--- src/rtl/cda_pkg.sv ---
// Shared definitions for the sequential carry-disregard (CDA) multiplier:
// controller state encoding, product-width helper and error-counter width.
package cda_pkg;

  typedef enum logic [1:0] {
    IDLE = 2'd0,
    RUN  = 2'd1,
    DONE = 2'd2
  } cda_state_e;

  // Width of the saturating error-event counter (error monitor builds only).
  localparam int ERR_CNT_W = 16;

  // An AW x BW product always fits in AW+BW bits.
  function automatic int cda_pw(input int aw, input int bw);
    return aw + bw;
  endfunction

endpackage

--- src/rtl/cda_row_step.sv ---
// One row of the shift-and-combine multiplier: forms the partial product for
// a single multiplier bit and folds it into the accumulator, either by adding
// (exact) or by XOR (carry-disregard approximation).
module cda_row_step
  import cda_pkg::*;
#(
  parameter int AW = 8,
  parameter int BW = 4,
  parameter int CW = 2,
  localparam int PW = cda_pw(AW, BW)
) (
  input  logic [PW-1:0] acc_i,
  input  logic [AW-1:0] a_i,
  input  logic          b_bit_i,
  input  logic [CW-1:0] row_i,
  input  logic          exact_i,
  output logic [PW-1:0] acc_o
);

  logic [PW-1:0] pp;

  // Partial product for this row, then combine it in the selected mode.
  always_comb begin
    // NOTE: every signal written here gets a default first, so no path can
    // leave it unassigned and infer a latch.
    pp = '0;
    if (b_bit_i) pp = PW'(a_i) << row_i;
    acc_o = exact_i ? (acc_i + pp) : (acc_i ^ pp);
  end

endmodule

--- src/rtl/cda_seq_mul.sv ---
// Sequential AW x BW multiplier, one multiplier row per clock, with
// valid/ready handshakes on both sides and a per-transaction choice of exact
// or carry-disregard (carry-less) product.
// Optional build macro CDA_ERR_MON_EN adds a shadow accumulator in the other
// mode, an out_err output (exact minus approximate product) and a saturating
// err_cnt of handshaken results whose error is non-zero.
module cda_seq_mul
  import cda_pkg::*;
#(
  parameter int AW = 8,
  parameter int BW = 4,
  localparam int PW = cda_pw(AW, BW)
) (
  input  logic          clk,
  input  logic          rst,
  input  logic          in_valid,
  output logic          in_ready,
  input  logic [AW-1:0] in_a,
  input  logic [BW-1:0] in_b,
  input  logic          in_exact,
  output logic          out_valid,
  input  logic          out_ready,
  output logic [PW-1:0] out_r,
  output logic          out_exact
`ifdef CDA_ERR_MON_EN
  ,
  output logic [PW-1:0]        out_err,
  output logic [ERR_CNT_W-1:0] err_cnt
`endif
);

  localparam int CW = $clog2(BW);
  localparam logic [CW-1:0] LAST_ROW = CW'(BW - 1);

  cda_state_e    state_q, state_d;
  logic [AW-1:0] a_q, a_d;
  logic [BW-1:0] b_q, b_d;
  logic          mode_q, mode_d;
  logic [CW-1:0] cnt_q, cnt_d;
  logic [PW-1:0] acc_q, acc_d;
  logic [PW-1:0] res_q, res_d;
  logic          res_exact_q, res_exact_d;
  logic [PW-1:0] acc_step;

  cda_row_step #(.AW(AW), .BW(BW), .CW(CW)) u_step (
    .acc_i   (acc_q),
    .a_i     (a_q),
    .b_bit_i (b_q[cnt_q]),
    .row_i   (cnt_q),
    .exact_i (mode_q),
    .acc_o   (acc_step)
  );

`ifdef CDA_ERR_MON_EN
  logic [PW-1:0]        sh_q, sh_d, sh_step;
  logic [PW-1:0]        err_q, err_d, err_next;
  logic [ERR_CNT_W-1:0] ecnt_q, ecnt_d;

  // The shadow accumulator always runs in the opposite mode, so at the last
  // row both the exact and the approximate product are available.
  cda_row_step #(.AW(AW), .BW(BW), .CW(CW)) u_shadow (
    .acc_i   (sh_q),
    .a_i     (a_q),
    .b_bit_i (b_q[cnt_q]),
    .row_i   (cnt_q),
    .exact_i (~mode_q),
    .acc_o   (sh_step)
  );

  // Carry-less product never exceeds the integer product, so no wrap here.
  assign err_next = mode_q ? (acc_step - sh_step) : (sh_step - acc_step);
`endif

  // Controller and datapath next-state.
  always_comb begin
    state_d     = state_q;
    a_d         = a_q;
    b_d         = b_q;
    mode_d      = mode_q;
    cnt_d       = cnt_q;
    acc_d       = acc_q;
    res_d       = res_q;
    res_exact_d = res_exact_q;
`ifdef CDA_ERR_MON_EN
    sh_d   = sh_q;
    err_d  = err_q;
    ecnt_d = ecnt_q;
`endif
    case (state_q)
      IDLE: begin
        if (in_valid) begin
          a_d     = in_a;
          b_d     = in_b;
          mode_d  = in_exact;
          acc_d   = '0;
          cnt_d   = '0;
          state_d = RUN;
`ifdef CDA_ERR_MON_EN
          sh_d = '0;
`endif
        end
      end
      RUN: begin
        // Every row costs a cycle, zero multiplier bits included, so the
        // latency never depends on the operands.
        acc_d = acc_step;
        cnt_d = cnt_q + 1'b1;
`ifdef CDA_ERR_MON_EN
        sh_d = sh_step;
`endif
        if (cnt_q == LAST_ROW) begin
          res_d       = acc_step;
          res_exact_d = mode_q;
          cnt_d       = '0;
          state_d     = DONE;
`ifdef CDA_ERR_MON_EN
          err_d = err_next;
`endif
        end
      end
      DONE: begin
        if (out_ready) begin
          state_d = IDLE;
`ifdef CDA_ERR_MON_EN
          if (err_q != '0 && ecnt_q != '1) ecnt_d = ecnt_q + 1'b1;
`endif
        end
      end
      default: state_d = IDLE;
    endcase
  end

  // State registers with synchronous reset; reset also aborts a transaction.
  always_ff @(posedge clk) begin
    // NOTE: sequential state uses non-blocking assignments only, so every
    // register samples pre-edge values regardless of statement order.
    if (rst) begin
      state_q     <= IDLE;
      a_q         <= '0;
      b_q         <= '0;
      mode_q      <= 1'b0;
      cnt_q       <= '0;
      acc_q       <= '0;
      res_q       <= '0;
      res_exact_q <= 1'b0;
`ifdef CDA_ERR_MON_EN
      sh_q   <= '0;
      err_q  <= '0;
      ecnt_q <= '0;
`endif
    end else begin
      state_q     <= state_d;
      a_q         <= a_d;
      b_q         <= b_d;
      mode_q      <= mode_d;
      cnt_q       <= cnt_d;
      acc_q       <= acc_d;
      res_q       <= res_d;
      res_exact_q <= res_exact_d;
`ifdef CDA_ERR_MON_EN
      sh_q   <= sh_d;
      err_q  <= err_d;
      ecnt_q <= ecnt_d;
`endif
    end
  end

  assign in_ready  = (state_q == IDLE);
  assign out_valid = (state_q == DONE);
  assign out_r     = res_q;
  assign out_exact = res_exact_q;
`ifdef CDA_ERR_MON_EN
  assign out_err = err_q;
  assign err_cnt = ecnt_q;
`endif

endmodule

--- config.mk ---
export PLATFORM = sky130hd
export DESIGN_NAME = cda_seq_mul
export DESIGN_NICKNAME = d
export VERILOG_FILES = /design/src/rtl/cda_pkg.sv /design/src/rtl/cda_row_step.sv /design/src/rtl/cda_seq_mul.sv
export SDC_FILE = /design/constraint.sdc
export NUM_CORES = 1
export LEC_CHECK = 0
export CAP_MARGIN = 0
export CORE_ASPECT_RATIO = 1.5
export CORE_MARGIN = 5
export CORE_UTILIZATION = 44
export CTS_BUF_LIST = sky130_fd_sc_hd__clkbuf_4 sky130_fd_sc_hd__clkbuf_8
export DETAILED_ROUTE_END_ITERATION = 12
export GPL_TIMING_DRIVEN = 0
export PLACE_DENSITY_LB_ADDON = 0.1
export SYNTH_ARGS = -nofsm -noshare
export SYNTH_HDL_FRONTEND = slang
export SYNTH_HIERARCHICAL = 1
export SYNTH_SLANG_ARGS = --single-unit
--- constraint.sdc ---
create_clock -name clk -period 3.8 [get_ports clk]
set_clock_uncertainty 0.05 [all_clocks]
set_input_delay 0.57 -clock clk [delete_from_list [all_inputs] [get_ports clk]]
set_output_delay 0.57 -clock clk [all_outputs]
set_load 0.05 [all_outputs]
==> impl_metrics.csv, run 1 <==
group,metric,value,unit
outcome,status,"complete, no violations",
cells_and_area,area_delta_synth_final,20.4,%
min_path,hold_path_class,"reg -> reg",
cts,htree_levels,2,
setup_path,r2r_end,"acc_q[11]",
sta,hold_violations,0,
sta,setup_viol,0,
detailed_routing,first_pass_iters,4,
detailed_routing,post_drt_wl_per_cell,14.5,um
synthesis,synth_edf_count,0,
cts,clkSinkCount,42,
floorplanning,coreArea,0.00579,mm^2
place,place_congestion,0.849,
setup_path,max_stage_delay,0.60,ns
synthesis,yosys_warnings,6,
setup_path,worst-path-buf-inv,2,
setup_path,rrSetupSlack,0.65,ns
cts,insertion_delay,0.30,ns
global_routing,gr-total-overflow,0,
cts,cts-resized-gates,0,
place,dp_hpwl,4420,um
cts,post_cts_buffers,0,
sta,slew_headroom,0.609,
synthesis,synthFlopType,"dfxtp_1",
sta,finalCritPeriodShare,0.828,
setup_path,criticalPathCategory,"reg -> reg",
synthesis,ys_seq_area_frac,0.322,
floorplanning,rows,34,
detailed_routing,vias,2063,
cts,cts_tree,"built",
global_routing,grt_use_total,0.163,
setup_path,startpoint_type,"flop",
synthesis,synth_top_area_share,0.322,
setup_path,critical_path_arrival,3.31,ns
place,dpl_worst_slack,0.647,ns
synthesis,syn-cell-area,0.00261,mm^2
setup_path,r2r_cells,12,
setup_path,crit_path_frequent_cell,"inv_1",
global_routing,grt_max_degree,14,
setup_path,critPathTopFamily,"compound AO/OA/AOI/OAI gates",
global_routing,antenna_found_initial,0,
sta,fmax,0.318,GHz
cells_and_area,drive_above_1_share,0.0909,
min_path,holdPathEnd,"out_r[5]",
flow_run,drv_cap,0,
detailed_routing,final_antenna_net_count,0,
synthesis,ys_ff_latch,42,
synthesis,synth_cells,281,
setup_path,path_max_fanout,6,
synthesis,syn_avg_cell_area,9.28,um^2
synthesis,async_flop_share,0,
cells_and_area,antenna_cells,0,
cts,clk_path_buf_depth,2,
detailed_routing,initialDrtViolationCount,121,
sta,rsz0062_at_grt,"no",
cts,cts_hold_buf,0,
floorplanning,io_pins,32,
place,dp.cells,383,
sta,finalSetupTns,0,ns
sta,report.final.slew_viol_count,0,
power_and_ir_drop,vdd_drop_max,0.000222,V
cts,cts_buffers,5,
global_routing,grt_pass1_wl,9890,um
cells_and_area,final_common_cell,"nand2b_1",
sta,worst_pin_slew,0.587,ns
floorplanning,fp.dieW,72.9,um
power_and_ir_drop,power_density,332,mW/mm^2
floorplanning,start_util,0.451,
setup_path,end_kind,"flop",
power_and_ir_drop,p_leak,0.00120,uW
synthesis,synth_nets,311,
cts,root_buffer,"clkbuf_8",
synthesis,synth_area_leaders,"dfxtp_1, nand2b_1, mux2i_1, ha_1, o32ai_1",
setup_path,required,3.96,ns
global_routing,grt_pass1_vias,2145,
setup_path,cp_cell_sequence,"mux4_2, inv_1, or3_1, inv_1, ha_1, a21oi_1, o211ai_1, and4_2, a32oi_1, xnor2_1, nand2b_1, o32ai_1",
setup_path,slowest_stage,"mux4_2",
floorplanning,dieArea,0.00760,mm^2
synthesis,netlist-cell-type-count,48,
sta,period_minus_slack,3.15,ns
place,port_buffers,30,
floorplanning,die_y,104,um
min_path,min_path_cells,2,
detailed_routing,viasPerCell,5.28,
detailed_routing,routed_wl,5680,um
cts,clkTransAtPathRegs,0.09,ns
setup_path,rr_startpoint,"cnt_q[0]",
cells_and_area,layout.nets,348,
detailed_routing,drc,0,
sta,layout_setup_ws,0.653,ns
cells_and_area,fin_cells,391,
cells_and_area,final_cell_mix,"nand2b_1, dfxtp_1, mux2i_1, clkdlybuf4s50_1, inv_1",
synthesis,yosys.area.top_type,"dfxtp_1",
min_path,min_from,"out_r[5]",
==> metal layers <==
metal / vias to the layer above / track usage / routed length [um]
li1: 1056 / - / -
met1: 966 / 0.189 / 2420
met2: 33 / 0.290 / 2990
met3: 8 / 0.0261 / 165
met4: 0 / 0.0620 / 109
met5: - / 0 / 0
==> Yosys cell counts (2+ instances only) <==
cell type  instances
buf_6              3
nor3_1             2
clkbuf_1           9
nand3_1            2
mux2_2             2
a21oi_1            7
a21o_1             3
nand3b_1           2
o211ai_1           3
mux2i_1           31
o211a_1            2
nor2_1             6
a211oi_1           2
and3_1             2
nor2b_1            3
o21ai_0            6
xnor2_1            9
dfxtp_1           42
a32oi_1            3
nand2b_1          60
ha_1              12
nand2_1           13
inv_1             17
buf_4              2
o32ai_1           13
buf_2              3
==> flip-flops by register name, summed over array words and instances (netlist names) <==
register and count:
out_r 12, acc_q 12, mode_q 1, a_q 8, state_q 2, b_q 4, cnt_q 2, out_exact 1
==> through the flow <==
| step | utilization | hold slack [ns] | instance area (um^2) | total power (uW) |
|---|---|---|---|---|
| finish | 0.543 | 0.427 | 3140 | 1040 |
| global route | 0.543 | 0.457 | 3140 | 1090 |
| CTS | 0.543 | 0.430 | 3140 | 1060 |
| detailed placement | 0.518 | 0.413 | 3000 | 610 |
| global placement | 0.518 | 0.408 | 3000 | 608 |
| floorplan | - | 0.395 | 2610 | 566 |
==> tightest hold or removal path: stages (launching register included) <==
cell and delay [ns]:
dfxtp_1 0.32, nand2b_1 0.06, mux2i_1 0.06
==> cells by family (layout without fill, tap and decap cells) <==
logic type | count (synthesis) | count (layout) | synth area share
buf+inv | 36 | 74 | 0.0691
mux | 34 | 34 | 0.136
xor+xnor | 9 | 9 | 0.0302
flops | 42 | 42 | 0.322
simple gates | 98 | 98 | 0.228
compound gates | 49 | 49 | 0.149
fa+ha+maj | 13 | 13 | 0.0653
==> worst max path at each step <==
| stage | start | to | cells past startpoint |
|---|---|---|---|
| floorplan | cnt_q[0] | acc_q[11] | 12 |
| global placement | cnt_q[0] | acc_q[11] | 12 |
| detailed placement | cnt_q[0] | acc_q[11] | 12 |
| CTS | cnt_q[0] | acc_q[11] | 12 |
| global route | cnt_q[0] | acc_q[9] | 12 |
| finish | cnt_q[0] | acc_q[11] | 12 |
==> final cells by class <==
type,instances,area (um^2)
buffer,18,113
timing repair buffer,30,300
fill,575,2650
tap,72,90.1
multi-input combinational,203,1590
sequential,42,841
clock buffer,6,82.6
clock inverter,2,60.1
inverter,18,67.6
==> power by group <==
part           internal [uW]  switching (uW)  total (uW)
logic                   66.8            67.8         135
registers                453            10.5         463
clock network            280             163         444
total                    800             242        1040
Power figures use the tool's default switching activity.
==> run 2, diff against run 1 <==
==> constraint.sdc (replaced) <==
create_clock -name clk -period 2.8 [get_ports clk]
set_clock_uncertainty 0.05 [all_clocks]
set_input_delay 0.42 -clock clk [delete_from_list [all_inputs] [get_ports clk]]
set_output_delay 0.42 -clock clk [all_outputs]
set_load 0.05 [all_outputs]
==> run 2 against run 1 <==
The run now ends with setup timing left. Cell area rose by 12%. Sequential power up 36%. Die area did not move. Critical endpoint is now acc_q[8]. Highest routed layer unchanged. Critical path depth down 1. Flip-flop and latch count unchanged. Clock-buffer cell count is the same. Global-route usage increased by 1.1 points. Largest power group unchanged. Register-to-register slack worse by 0.70 ns. Utilization up 6.3 points. First-iteration DRC count down 6.6%.
==> impl_metrics.csv, run 2 (same netlist as run 1, synthesis figures left out) <==
group,metric,value,unit
cells_and_area,drive_above_1_share,0.242,
sta,setup_viol,5,
sta,fmax,0.351,GHz
place,dp_hpwl,4420,um
cells_and_area,postLayoutCoreUtil,0.606,
floorplanning,coreArea,0.00579,mm^2
cts,insertion_delay,0.30,ns
outcome,status,"finished, violations left",
floorplanning,io_pins,32,
cells_and_area,final_common_cell,"nand2b_1",
cells_and_area,final_cell_mix,"nand2b_1, dfxtp_1, mux2i_1, clkdlybuf4s50_1, buf_4",
detailed_routing,final_antenna_net_count,0,
floorplanning,start_util,0.451,
cells_and_area,antenna_cells,0,
cts,root_buffer,"clkbuf_8",
sta,rsz0062_at_grt,"yes",
sta,report.final.slew_viol_count,0,
flow_run,drv_cap,0,
setup_path,slowest_stage,"mux4_2",
sta,worst_pin_slew,0.589,ns
global_routing,grt_max_degree,14,
cts,htree_levels,2,
cells_and_area,area_delta_synth_final,34.5,%
global_routing,grt_pass1_wl,10500,um
sta,hold_violations,0,
sta,slew_headroom,0.607,
floorplanning,dieArea,0.00760,mm^2
detailed_routing,initialDrtViolationCount,113,
sta,finalCritPeriodShare,1.02,
min_path,hold_path_class,"reg -> reg",
place,dpl-instance-area,0.00300,mm^2
sta,layout_setup_ws,-0.0451,ns
setup_path,end_kind,"flop",
setup_path,path_max_fanout,6,
power_and_ir_drop,p_leak,0.00132,uW
global_routing,gr-total-overflow,0,
floorplanning,die_y,104,um
setup_path,cp_cell_sequence,"mux4_2, inv_4, or3_4, fa_2, nor2b_4, o211ai_1, a21boi_2, nor4bb_2, a211o_1, nand2b_1, o32ai_2",
cells_and_area,layout.nets,364,
global_routing,antenna_found_initial,0,
detailed_routing,first_pass_iters,4,
detailed_routing,drc,0,
setup_path,max_stage_delay,0.44,ns
power_and_ir_drop,power_density,414,mW/mm^2
detailed_routing,viasPerCell,5.33,
cts,clkTransAtPathRegs,0.09,ns
detailed_routing,vias,2169,
cts,clkSinkCount,42,
global_routing,grt_use_total,0.174,
outcome,violations,"setup timing",
cts,cts_hold_buf,0,
setup_path,critical_path_arrival,2.97,ns
power_and_ir_drop,vdd_drop_max,0.000308,V
place,port_buffers,30,
setup_path,startpoint_type,"flop",
cells_and_area,fin_area,0.00351,mm^2
floorplanning,fp.dieW,72.9,um
cells_and_area,n_fill_cell,544,
detailed_routing,post_drt_wl_per_cell,15.5,um
setup_path,required,2.93,ns
place,place_congestion,0.849,
setup_path,criticalPathCategory,"reg -> reg",
cts,cts_buffers,5,
cts,clk_path_buf_depth,2,
detailed_routing,routed_wl,6290,um
global_routing,grt_pass1_vias,2246,
cts,cts_tree,"built",
floorplanning,rows,34,
sta,period_minus_slack,2.85,ns
-- run 2: stage by stage --
| stage | setup WS (ns) | total power (uW) | hold slack, ns | TNS (ns) | cells |
|---|---|---|---|---|---|
| after floorplan | 0.00920 | 768 | 0.395 | 0 | 281 |
| after global placement | -0.314 | 826 | 0.408 | -2.08 | 383 |
| after detailed placement | -0.353 | 828 | 0.413 | -2.70 | 383 |
| after CTS | -0.0602 | 1460 | 0.430 | -0.142 | 401 |
| after global routing | -0.171 | 1510 | 0.452 | -1.60 | 407 |
| final | -0.0451 | 1450 | 0.427 | -0.130 | 407 |
-- run 2: per-layer routing --
metal | GRT usage | routed length [um]
met4 | 0.0633 | 138
met5 | 0 | 0
met2 | 0.322 | 3350
met3 | 0.0290 | 225
met1 | 0.192 | 2570
-- run 2: power breakdown --
group / switching, uW / total, uW / internal (uW)
combinational: 110 / 218 / 108
clock: 225 / 606 / 381
sequential: 15.0 / 629 / 614
total: 350 / 1450 / 1100
-- run 2: layout make-up --
type / instances / area [um^2] / area share
Buffer: 17 / 109 / 0.0310
Clock buffer: 6 / 82.6 / 0.0236
Clock inverter: 2 / 60.1 / 0.0171
Inverter: 18 / 71.3 / 0.0203
Multi-Input combinational cell: 203 / 1820 / 0.518
Sequential cell: 42 / 845 / 0.241
Tap cell: 72 / 90.1 / 0.0257
Timing Repair Buffer: 47 / 432 / 0.123
-- run 2: worst max-delay path: cells and delay by family, from the launching register on --
| family | cells | cell delay, ns |
|---|---|---|
| AO/OA/AOI/OAI | 4 | 0.73 |
| flip-flops | 1 | 0.37 |
| adder cells (fa/ha/maj) | 1 | 0.39 |
| AND/OR/NAND/NOR | 4 | 0.67 |
| buffers and inverters | 1 | 0.08 |
| multiplexers | 1 | 0.44 |
-- run 2: final timing paths --
kind              slack, ns        to  depth (start not counted)  startpoint
hold reg to reg        0.43  out_r[5]                          2    out_r[5]
setup reg to reg      -0.05  acc_q[8]                         11    cnt_q[0]
setup / recovery      -0.05  acc_q[8]                         11    cnt_q[0]
hold / removal         0.43  out_r[5]                          2    out_r[5]
-- run 2: repair_timing --
action / CTS / global route
setup endpoints to repair: 12 / 12
gates resized for setup: 43 / 7
gates cloned: 0 / 0
pin swaps: 30 / 16
setup buffers: 11 / 6
